[config.mk]
export PLATFORM = sky130hd
export DESIGN_NAME = prbs_delay_timer
export DESIGN_NICKNAME = d
export VERILOG_FILES = /design/src/rtl/prbs_delay_timer.sv
export SDC_FILE = /design/constraint.sdc
export NUM_CORES = 1
export LEC_CHECK = 0
export BUFFER_PORTS_ARGS = -buffer_cell sky130_fd_sc_hd__buf_2
export CORE_AREA = 2 2 74 76
export DETAILED_ROUTE_END_ITERATION = 12
export DIE_AREA = 0 0 76 78
export REMOVE_ABC_BUFFERS = 1
export SYNTH_ARGS = -nofsm -noshare
export SYNTH_HDL_FRONTEND = slang
export SYNTH_SLANG_ARGS = --single-unit
[constraint.sdc]
create_clock -name i_clk -period 2.42 [get_ports i_clk]
set_input_delay 0.242 -clock i_clk [delete_from_list [all_inputs] [get_ports i_clk]]
set_output_delay 0.242 -clock i_clk [all_outputs]
set_load 0.1 [all_outputs]
[src/rtl/prbs_delay_timer.sv]
// prbs_delay_timer: PRBS-driven random start delay, counted down on i_tick, one-cycle completion pulse.
// Defining PRBS_DELAY_REACTION_EN adds reaction-time measurement after the pulse.
module prbs_delay_timer #(
    parameter int                LFSR_W    = 10,
    parameter logic [LFSR_W-1:0] SEED      = 10'h001,
    parameter int                CNT_W     = 16,
    parameter logic [CNT_W-1:0]  MIN_TICKS = 16'd250
) (
    input  logic i_clk,
    input  logic i_arst,
    input  logic i_tick,
    input  logic i_rstPRBS,
    input  logic i_enPRBS,
    input  logic i_startDelay,
    output logic o_delayComplete,
    output logic o_busy
`ifdef PRBS_DELAY_REACTION_EN
    ,
    input  logic        i_react,
    output logic [15:0] o_reactTicks,
    output logic        o_reactValid
`endif
);
    typedef enum logic [2:0] {
        IDLE,
        COUNT,
        DONE,
`ifdef PRBS_DELAY_REACTION_EN
        REACT,
`endif
        RELEASE
    } state_t;

    state_t            state_q;
    logic [LFSR_W-1:0] lfsr_q;
    logic [CNT_W-1:0]  cnt_q;
    logic [CNT_W-1:0]  n;
`ifdef PRBS_DELAY_REACTION_EN
    logic [15:0]       react_q;
`endif

    assign n = MIN_TICKS + CNT_W'(lfsr_q);

    // An all-zero register would lock up, so it is forced back to SEED
    always_ff @(posedge i_clk or posedge i_arst)
        if (i_arst)
            lfsr_q <= SEED;
        else if (i_rstPRBS || lfsr_q == '0)
            lfsr_q <= SEED;
        else if (i_enPRBS)
            lfsr_q <= {lfsr_q[LFSR_W-2:0], lfsr_q[LFSR_W-1] ^ lfsr_q[6]};

    always_ff @(posedge i_clk or posedge i_arst)
        if (i_arst) begin
            state_q         <= IDLE;
            cnt_q           <= '0;
            o_delayComplete <= 1'b0;
            o_busy          <= 1'b0;
`ifdef PRBS_DELAY_REACTION_EN
            react_q         <= '0;
            o_reactTicks    <= '0;
            o_reactValid    <= 1'b0;
`endif
        end else begin
            o_delayComplete <= 1'b0;
`ifdef PRBS_DELAY_REACTION_EN
            o_reactValid    <= 1'b0;
`endif
            case (state_q)
                IDLE:
                    if (i_startDelay) begin
                        cnt_q   <= n;
                        state_q <= COUNT;
                        o_busy  <= 1'b1;
                    end
                COUNT:
                    if (!i_startDelay) begin
                        state_q <= IDLE;
                        o_busy  <= 1'b0;
                    end else if (i_tick) begin
                        cnt_q <= cnt_q - CNT_W'(1);
                        if (cnt_q == CNT_W'(1)) begin
                            state_q         <= DONE;
                            o_delayComplete <= 1'b1;
                        end
                    end
`ifdef PRBS_DELAY_REACTION_EN
                DONE: begin
                    state_q <= REACT;
                    react_q <= '0;
                end
                REACT:
                    if (i_react) begin
                        o_reactTicks <= react_q;
                        o_reactValid <= 1'b1;
                        state_q      <= RELEASE;
                    end else if (i_tick && react_q != 16'hFFFF)
                        react_q <= react_q + 16'd1;
`else
                DONE:
                    state_q <= RELEASE;
`endif
                RELEASE:
                    if (!i_startDelay) begin
                        state_q <= IDLE;
                        o_busy  <= 1'b0;
                    end
                default: begin
                    state_q <= IDLE;
                    o_busy  <= 1'b0;
                end
            endcase
        end
endmodule

==> results.toml, run 1 <==
[run_status]
status = "finished clean"

[timing]
relSlewSlack_pct = 62.9
period_minus_slack_ns = 1.90
fin_skew_ns = 0.00341
period_share_pct = 78.4
hold_ws_ns = 0.0276
max_freq_ghz = 0.527
finalSetupTns_ns = 0
hold_violations = 0
rsz0062_at_grt = "false"
worst_pin_slew_ns = 0.543
final-setup-viol-count = 0
slew_violations = 0

[global_routing]
grt_pass1_vias = 1370
grt_usage_pct = 14.0
use_met3_pct = 2.79
grt_pass1_wl_mm = 6.65
antenna_found_initial = 0
gr-usage-met2_pct = 22.0
grt_max_degree = 31
grt_use_met1_pct = 19.0
overflow = 0
top_usage_layer = "met2"

[setup_path]
cp_cell_sequence = "inv_1, ha_1, or4b_4, nor3_4, nand4_1, a21oi_1"
cp_num_buf_inv = 1
worstSetupPathType = "reg2reg"
crit_arrival_ns = 2.10
end_kind = "register"
slowest_stage = "or4b_4"
r2r_setup_slack_ns = 0.52
ff2ff_path_depth = 6
reg2reg_to = "cnt_q[12]"
crit_family = "simple AND/OR/NAND/NOR gates"
regToRegStartpoint = "cnt_q[0]"
required_ns = 2.62
max_stage_delay_ns = 0.53
startpoint_type = "register"
path_max_fanout = 5

[detailed_routing]
via_per_inst = 5.30
vias = 1426
postRouteAntennaNets = 0
avgRoutedWirePerCell_um = 13.9
wl_mm = 3.73
route.detailed.drc = 0
drt_iter0_markers = 55
drt_pre_antenna_iters = 4

[synthesis]
muxShareOfSynthArea_pct = 5.78
yosysMostFrequentCell = "dfrtp_1"
synth_top_area_share_pct = 41.9
ys.flop_type = "dfrtp_1"
yosys_warnings = 0
yosysSeqAreaShare_pct = 43.4
synth_adder_area_share_pct = 2.17
synth.top_cells.by_area = "dfrtp_1 42%, mux2i_1 5.8%, nor2_1 4.5%"
syn_area_mm2 = 0.00173
synth_top_family_by_area = "simple AND/OR/NAND/NOR gates"
synth_cell_type_count = 45
synthCells = 187
synth-xor-area-share_pct = 4.04
ys_top_cells_by_count = "29 x dfrtp_1, 21 x nor2_1, 14 x nand2_1, 13 x a21oi_1, 11 x o21ai_0"
syn_area_per_cell_um2 = 9.27
synth.largest_area_cell = "dfrtp_1"
ys_ff_latch = 30
synth_edf_count = 0
async_flop_share_pct = 100
synth_compound_area_share_pct = 16.4
synth_simple_gate_area_share_pct = 25.4

[finish]
multi_input_area_um2 = 932
regArea_um2 = 752
layout-drive-gt1-share_pct = 15.1
final_nets = 207
syn2layout_area_growth_pct = 13.6
fin_cells = 269
antenna_cells = 0
fillers = 523

[clock_tree]
cts_buffer_depth = 2
cts_tree = "built"
root_buffer = "clkbuf_8"
clock_latency_ns = 0.28
cts_hold_buffers = 0
post_cts_buffers = 0
htreeDepth = 2
clk_pin_slew_ns = 0.06
cts_buffers = 5
cts_resized = 0
cts.sinks = 30

[floorplanning]
io-pin-count = 8
dieWidth_um = 76
rows = 26
die_area_mm2 = 0.00593
start_util_pct = 34.4
core_region_area_mm2 = 0.00504
die_h_um = 78

[placement]
port_buffers = 7
gp_congestion = 0.766
placed_cells = 261
dp_hpwl_mm = 2.71

[pwr]
p_leak_uw = 0.000842
power_uw = 1230
p_switching_uw = 347
p_sw_share_pct = 28.1
vdd_drop_max_mv = 0.396
p_int_uw = 885
p_comb_share_pct = 14.7
p_per_area_mw_per_mm2 = 626
pwr-share-clk_pct = 38.4
share_seq_of_total_power_pct = 46.8

[flow_run]
maxCapViolCount = 0

[worst_hold_path]
hold_class = "in2async"
area by class of cell:
cell class	count	share of cell area, %
inverters	6	1.14
clock buffers	8	5.59
repair buffers	11	3.30
flip-flops and latches	30	38.2
multi-input cells	144	47.3
well taps	70	4.45
power by group through the flow:
stage	Sequential, µW	Combinational, µW	Clock (µW)
floorplan	594	115	0
global placement	585	182	0
detailed placement	586	184	0
CTS	576	185	491
global route	583	206	520
finish	577	182	474
kinds of logic after synthesis:
kind of cell | after synthesis
simple gates | 78
buf+inv | 13
mux | 10
fa+ha+maj | 3
xor+xnor | 8
compound gates | 45
flops | 30
routing by layer:
metal | part of all wire [%] | vias to the layer above | routed length, µm
li1 | - | 704 | -
met1 | 49 | 695 | 1820
met2 | 47 | 23 | 1770
met3 | 2.7 | 4 | 101
met4 | 1.2 | 0 | 44
met5 | 0 | - | 0
cell usage in the layout (no fill, tap or decap), types with 4 or more instances in the layout:
cell type  netlist  routed
xnor2_1          5       5
nor2_1          21      21
nor3_1           6       6
o21ai_0         11      11
or4_1            4       4
inv_1            6       6
dfrtp_1         29      29
buf_2            0       7
mux2i_1         10      10
nand2_1         14      14
buf_4            0       4
clkbuf_8         0       8
a21oi_1         13      13
a31oi_1          4       4
nand3_1          5       5
registers in the layout (all words and copies together) (netlist names):
register,cells
cnt_q,16
lfsr_q,10
o_busy,1
o_delayComplete,1
state_q,2
worst max-delay path by stage:
stage                     cells after the start   endpoint       from  slack, ns
final                                         6  cnt_q[12]   cnt_q[0]       0.52
after global routing                          6   cnt_q[8]   cnt_q[0]       0.29
after CTS                                     6  cnt_q[12]   cnt_q[0]       0.51
after detailed placement                      6  cnt_q[12]   cnt_q[0]       0.54
after global placement                        5   cnt_q[9]  lfsr_q[1]       0.56
after floorplan                               6  cnt_q[12]   cnt_q[0]       0.67
worst min-delay path: stages:
cell and delay [ns]:
buf_2 0.09, inv_1 0.04, buf_4 0.35
per-stage QoR:
step,util (%),setup slack [ns],cell area (µm²)
floorplan,-,0.667,1710
global placement,36.9,0.562,1860
detailed placement,36.9,0.541,1860
CTS,39.1,0.510,1970
global route,39.1,0.291,1970
finish,39.1,0.522,1970
Power figures use the tool's default switching activity.
==> inputs of run 2 (changes only) <==
==> constraint.sdc (replaced) <==
create_clock -name i_clk -period 1.8 [get_ports i_clk]
set_input_delay 0.18 -clock i_clk [delete_from_list [all_inputs] [get_ports i_clk]]
set_output_delay 0.18 -clock i_clk [all_outputs]
set_load 0.1 [all_outputs]
==> run 2 against run 1 <==
Against the previous run:
- die area did not move
- non-clock buffer count rose by 27
- worst hold slack improved by 0.058 ns
- setup slack got worse by 0.50 ns
- clock power rose by 12%
- power rose by 34%
- final cell count rose by 10%
- via count rose by 7.5%
- register-to-register slack got worse by 0.50 ns
- sequential share of layout area fell by 4.1 points
- critical endpoint is now cnt_q[9]
- highest routed layer unchanged
==> results.toml, run 2 (synthesized netlist as in run 1, its figures left out) <==
[pwr]
p_per_area_mw_per_mm2 = 745
vdd_drop_max_mv = 0.467
p_leak_uw = 0.000981
power_uw = 1650

[finish]
fillers = 495
final_area_mm2 = 0.00221
syn2layout_area_growth_pct = 27.4
multi_input_area_um2 = 981
regArea_um2 = 752
layout-drive-gt1-share_pct = 27.9
largest_register_ffs = 16
max_flop_register = "cnt_q"
final_nets = 234
antenna_cells = 0
fin_cells = 296
final_cell_mix = "29 x dfrtp_1, 29 x buf_4, 20 x nor2_1, 14 x nand2_1, 13 x a21oi_1"
largestRegisters = "cnt_q (16), lfsr_q (10), state_q (2)"

[floorplanning]
core_region_area_mm2 = 0.00504
rows = 26
io-pin-count = 8
die_h_um = 78
dieWidth_um = 76
die_area_mm2 = 0.00593
start_util_pct = 34.4

[timing]
rsz0062_at_grt = "true"
worst_pin_slew_ns = 0.585
hold_violations = 0
relSlewSlack_pct = 61.0
fin_skew_ns = 0.00547
slew_violations = 0
period_minus_slack_ns = 1.78
setup_ws_ns = 0.0205
finalSetupTns_ns = 0
period_share_pct = 98.9
max_freq_ghz = 0.562
final-setup-viol-count = 0

[setup_path]
worstSetupPathType = "reg2reg"
crit_arrival_ns = 1.92
end_kind = "register"
required_ns = 1.94
r2r_setup_slack_ns = 0.02
path_max_fanout = 2
startpoint_type = "register"

[detailed_routing]
route.detailed.drc = 0
drt_iter0_markers = 67
via_per_inst = 5.18
vias = 1533
postRouteAntennaNets = 0
avgRoutedWirePerCell_um = 13.4
wl_mm = 3.96
drt_pre_antenna_iters = 4

[placement]
port_buffers = 7
dpl_cell_area_mm2 = 0.00204
dp_hpwl_mm = 2.92
post-place-ws_ns = 0.00208
placed_cells = 284
gp_congestion = 0.790

[clock_tree]
clk_pin_slew_ns = 0.07
cts_tree = "built"
cts_buffer_depth = 2
cts.sinks = 30
cts_buffers = 5
clock_latency_ns = 0.28
root_buffer = "clkbuf_8"
htreeDepth = 2

[global_routing]
grt_max_degree = 18
overflow = 0
grt_pass1_vias = 1488
grt_pass1_wl_mm = 6.91
grt_usage_pct = 14.6
antenna_found_initial = 0

[worst_hold_path]
hold_class = "in2reg"

[flow_run]
maxCapViolCount = 0

[run_status]
status = "finished clean"
## run 2: through the flow
step | utilization [%] | hold slack, ns
after floorplan | - | 0.246
after global routing | 43.8 | 0.0828
after global placement | 40.5 | 0.279
after CTS | 42.5 | 0.0799
final | 43.8 | 0.0856
after detailed placement | 40.5 | 0.281
## run 2: worst paths after layout
kind                                start         to  depth (start not counted)
worst max register to register  lfsr_q[2]   cnt_q[9]                          5
worst max-delay path            lfsr_q[2]   cnt_q[9]                          5
max in group asynchronous          i_arst  cnt_q[13]                          4
worst min register to register     o_busy     o_busy                          2
min in group asynchronous          i_arst  lfsr_q[6]                          3
worst min-delay path            i_rstPRBS  lfsr_q[6]                          2
## run 2: where the power goes
| group | total [µW] | internal, µW | switching (µW) |
|---|---|---|---|
| logic | 352 | 157 | 195 |
| registers | 760 | 717 | 43.3 |
| clock network | 533 | 268 | 265 |
## run 2: critical path: stages (launching register included)
cell      delay [ns]
dfrtp_1         0.39
ha_2            0.20
or3_4           0.35
o41ai_4         0.31
xor2_1          0.24
o221ai_1        0.15
## run 2: layout make-up
| class | instances | area share [%] |
|---|---|---|
| inverters | 6 | 1.02 |
| repair buffers | 38 | 12.8 |
| multi-input cells | 144 | 44.4 |
| well taps | 70 | 3.97 |
| clock inverters | 2 | 0.453 |
| flip-flops and latches | 30 | 34.1 |
| clock buffers | 6 | 3.29 |
## run 2: routing by layer
metal | share of wire [%] | global-route usage (%) | routed length (µm)
met5 | 0 | 0 | 0
met4 | 1.8 | 6.73 | 73
met3 | 2.9 | 3.14 | 114
met2 | 47 | 23.2 | 1860
met1 | 48 | 19.0 | 1910
## run 2: repair_timing
item	in CTS	in global routing
pin swaps	0	9
endpoints found under the setup margin	1	6
setup buffers	0	3
hold endpoints to repair	12	0
resized for setup	1	10
hold buffers	1	0
==> inputs of run 3 (changes only) <==
--- a/config.mk
+++ b/config.mk
@@ -5,10 +5,11 @@
 export SDC_FILE = /design/constraint.sdc
 export NUM_CORES = 1
 export LEC_CHECK = 0
+export ABC_AREA = 1
 export BUFFER_PORTS_ARGS = -buffer_cell sky130_fd_sc_hd__buf_2
-export CORE_AREA = 2 2 74 76
+export CORE_AREA = 2 2 78 80
 export DETAILED_ROUTE_END_ITERATION = 12
-export DIE_AREA = 0 0 76 78
+export DIE_AREA = 0 0 80 82
 export REMOVE_ABC_BUFFERS = 1
 export SYNTH_ARGS = -nofsm -noshare
 export SYNTH_HDL_FRONTEND = slang
==> constraint.sdc (replaced) <==
create_clock -name i_clk -period 2 [get_ports i_clk]
set_input_delay 0.2 -clock i_clk [delete_from_list [all_inputs] [get_ports i_clk]]
set_output_delay 0.2 -clock i_clk [all_outputs]
set_load 0.1 [all_outputs]
==> run 3 against run 2 <==
Against the previous run:
- final cell count increased by 29%
- via count increased by 19%
- register-to-register slack improved by 0.34 ns
- routed wire length increased by 15%
- clock-buffer cell count increased by 2
- largest cell class unchanged
- highest routed layer unchanged
==> results.toml, run 3 <==
[synthesis]
ys.flop_type = "dfrtp_1"
ys_ff_latch = 30
ys_top_cells_by_count = "77 x nand2_1, 49 x nor2_1, 36 x inv_1, 29 x dfrtp_1, 23 x a21oi_1"
syn_area_mm2 = 0.00193
yosys_warnings = 0
synth.top_cells.by_area = "dfrtp_1 38%, nand2_1 15%, nor2_1 9.5%"
synth_cell_type_count = 29
synth_edf_count = 0
yosysMostFrequentCell = "nand2_1"
yosysSeqAreaShare_pct = 39.0
async_flop_share_pct = 100
syn_area_per_cell_um2 = 6.61
synth.largest_area_cell = "dfrtp_1"
synthCells = 292
synth_top_area_share_pct = 37.6

[detailed_routing]
route.detailed.drc = 0
postRouteAntennaNets = 0
wl_mm = 4.55
via_per_inst = 4.81
avgRoutedWirePerCell_um = 12.0
drt_iter0_markers = 158
drt_pre_antenna_iters = 4
vias = 1831

[timing]
rsz0062_at_grt = "false"
worst_pin_slew_ns = 0.577
hold_ws_ns = 0.143
period_share_pct = 81.8
slew_violations = 0
finalSetupTns_ns = 0
final-setup-viol-count = 0
period_minus_slack_ns = 1.64
relSlewSlack_pct = 61.5
max_freq_ghz = 0.612
fin_skew_ns = 0.00679
hold_violations = 0

[placement]
port_buffers = 7
gp_congestion = 0.893
dp_hpwl_mm = 3.36
dpl_cell_area_mm2 = 0.00206
placed_cells = 372

[floorplanning]
start_util_pct = 33.6
core_region_area_mm2 = 0.00575
io-pin-count = 8
die_h_um = 82
dieWidth_um = 80
die_area_mm2 = 0.00656
rows = 28

[setup_path]
worstSetupPathType = "reg2reg"
cp_cell_sequence = "inv_1, ha_1, nand2_1, nor2_1, nand2_1, nor2_1, nand3_1, nand2_1, nor2_1"
startpoint_type = "register"
path_max_fanout = 4
crit_arrival_ns = 1.81
r2r_setup_slack_ns = 0.36
crit_end = "cnt_q[14]"
slowest_stage = "dfrtp_1"
ff2ff_path_depth = 9
end_kind = "register"
regToRegStartpoint = "cnt_q[0]"
crit_start = "cnt_q[0]"
max_stage_delay_ns = 0.40
required_ns = 2.18
reg2reg_to = "cnt_q[14]"

[finish]
final_cell_mix = "77 x nand2_1, 49 x nor2_1, 36 x inv_1, 29 x dfrtp_1, 23 x a21oi_1"
layout-drive-gt1-share_pct = 9.15
finish.utilization_pct = 37.4
final_area_mm2 = 0.00215
max_flop_register = "cnt_q"
layout_commonest_cell = "nand2_1"
syn2layout_area_growth_pct = 11.4
largest_register_ffs = 16
largestRegisters = "cnt_q (16), lfsr_q (10), state_q (2)"
fillers = 632
fin_cells = 381
antenna_cells = 0
multi_input_area_um2 = 995
final_nets = 314
regArea_um2 = 752

[pwr]
vdd_drop_max_mv = 0.500
p_leak_uw = 0.00107
p_per_area_mw_per_mm2 = 1100

[global_routing]
top_usage_layer = "met2"
grt_pass1_wl_mm = 7.98
grt_use_met1_pct = 21.4
use_met3_pct = 2.64
gr-usage-met2_pct = 24.3
grt_usage_pct = 15.7
overflow = 0
grt_pass1_vias = 1748
grt_max_degree = 31
antenna_found_initial = 0

[clock_tree]
clk_pin_slew_ns = 0.07
post_cts_buffers = 0
root_buffer = "clkbuf_8"
cts_buffers = 5
htreeDepth = 2
cts_tree = "built"
cts_buffer_depth = 2
clock_latency_ns = 0.28
cts.sinks = 30

[flow_run]
maxCapViolCount = 0

[worst_hold_path]
hold_class = "in2reg"

[run_status]
status = "finished clean"
==> run 3: through the flow <==
step | setup WS (ns) | power [µW]
final | 0.365 | 2370
after global routing | 0.113 | 2570
after CTS | 0.404 | 2370
after detailed placement | 0.400 | 1890
after global placement | 0.463 | 1890
after floorplan | 0.607 | 1600
==> run 3: how the worst min path moves through the flow <==
stage / startpoint / end / slack (ns) / cells after the start
floorplan: i_arst / cnt_q[0] / 0.29 / 1
global placement: i_arst / lfsr_q[5] / 0.31 / 3
detailed placement: i_arst / lfsr_q[6] / 0.31 / 3
CTS: i_rstPRBS / lfsr_q[0] / 0.14 / 3
global route: i_rstPRBS / lfsr_q[0] / 0.16 / 3
finish: i_rstPRBS / lfsr_q[0] / 0.14 / 3
==> run 3: report_power, final <==
part	switching (µW)	leakage, µW	internal, µW
Combinational	693	0.000645	311
Clock	223	0.0000395	247
Sequential	153	0.000385	741
Total	1070	0.00107	1300
==> run 3: area by class of cell <==
cell class	instances	share of cell area [%]
clock buffer	8	3.73
inverter	39	6.81
multi-input combinational	216	46.3
sequential	30	35.0
tap	75	4.37
timing repair buffer	13	3.84
==> run 3: per-layer routing <==
layer | vias up | routed length [µm]
li1 | 962 | -
met1 | 838 | 2350
met2 | 25 | 2050
met3 | 6 | 85
met4 | 0 | 70
met5 | - | 0
==> run 3: logic make-up (layout without fill, tap and decap cells) <==
logic type	count (synthesis)	count (layout)	synth area share [%]
AOI/OAI and AO/OA	49	49	14.0
xor gates and xnor gates	1	1	0.454
adders and majority gates	3	3	1.95
buffers and inverters	46	60	9.47
DFF	30	30	39.0
and+or+nand+nor	163	163	35.2
==> run 3: critical path: cells and delay by family, from the launching register on <==
family / cells / cell delay, ns
DFF: 1 / 0.40
adders and majority gates: 1 / 0.21
buffers and inverters: 1 / 0.11
and+or+nand+nor: 7 / 0.81
==> run 3: what timing repair did <==
item,4_1_cts,5_1_grt
endpoints found under the hold margin,14,0
hold buffers,1,0
gates resized for setup,0,0
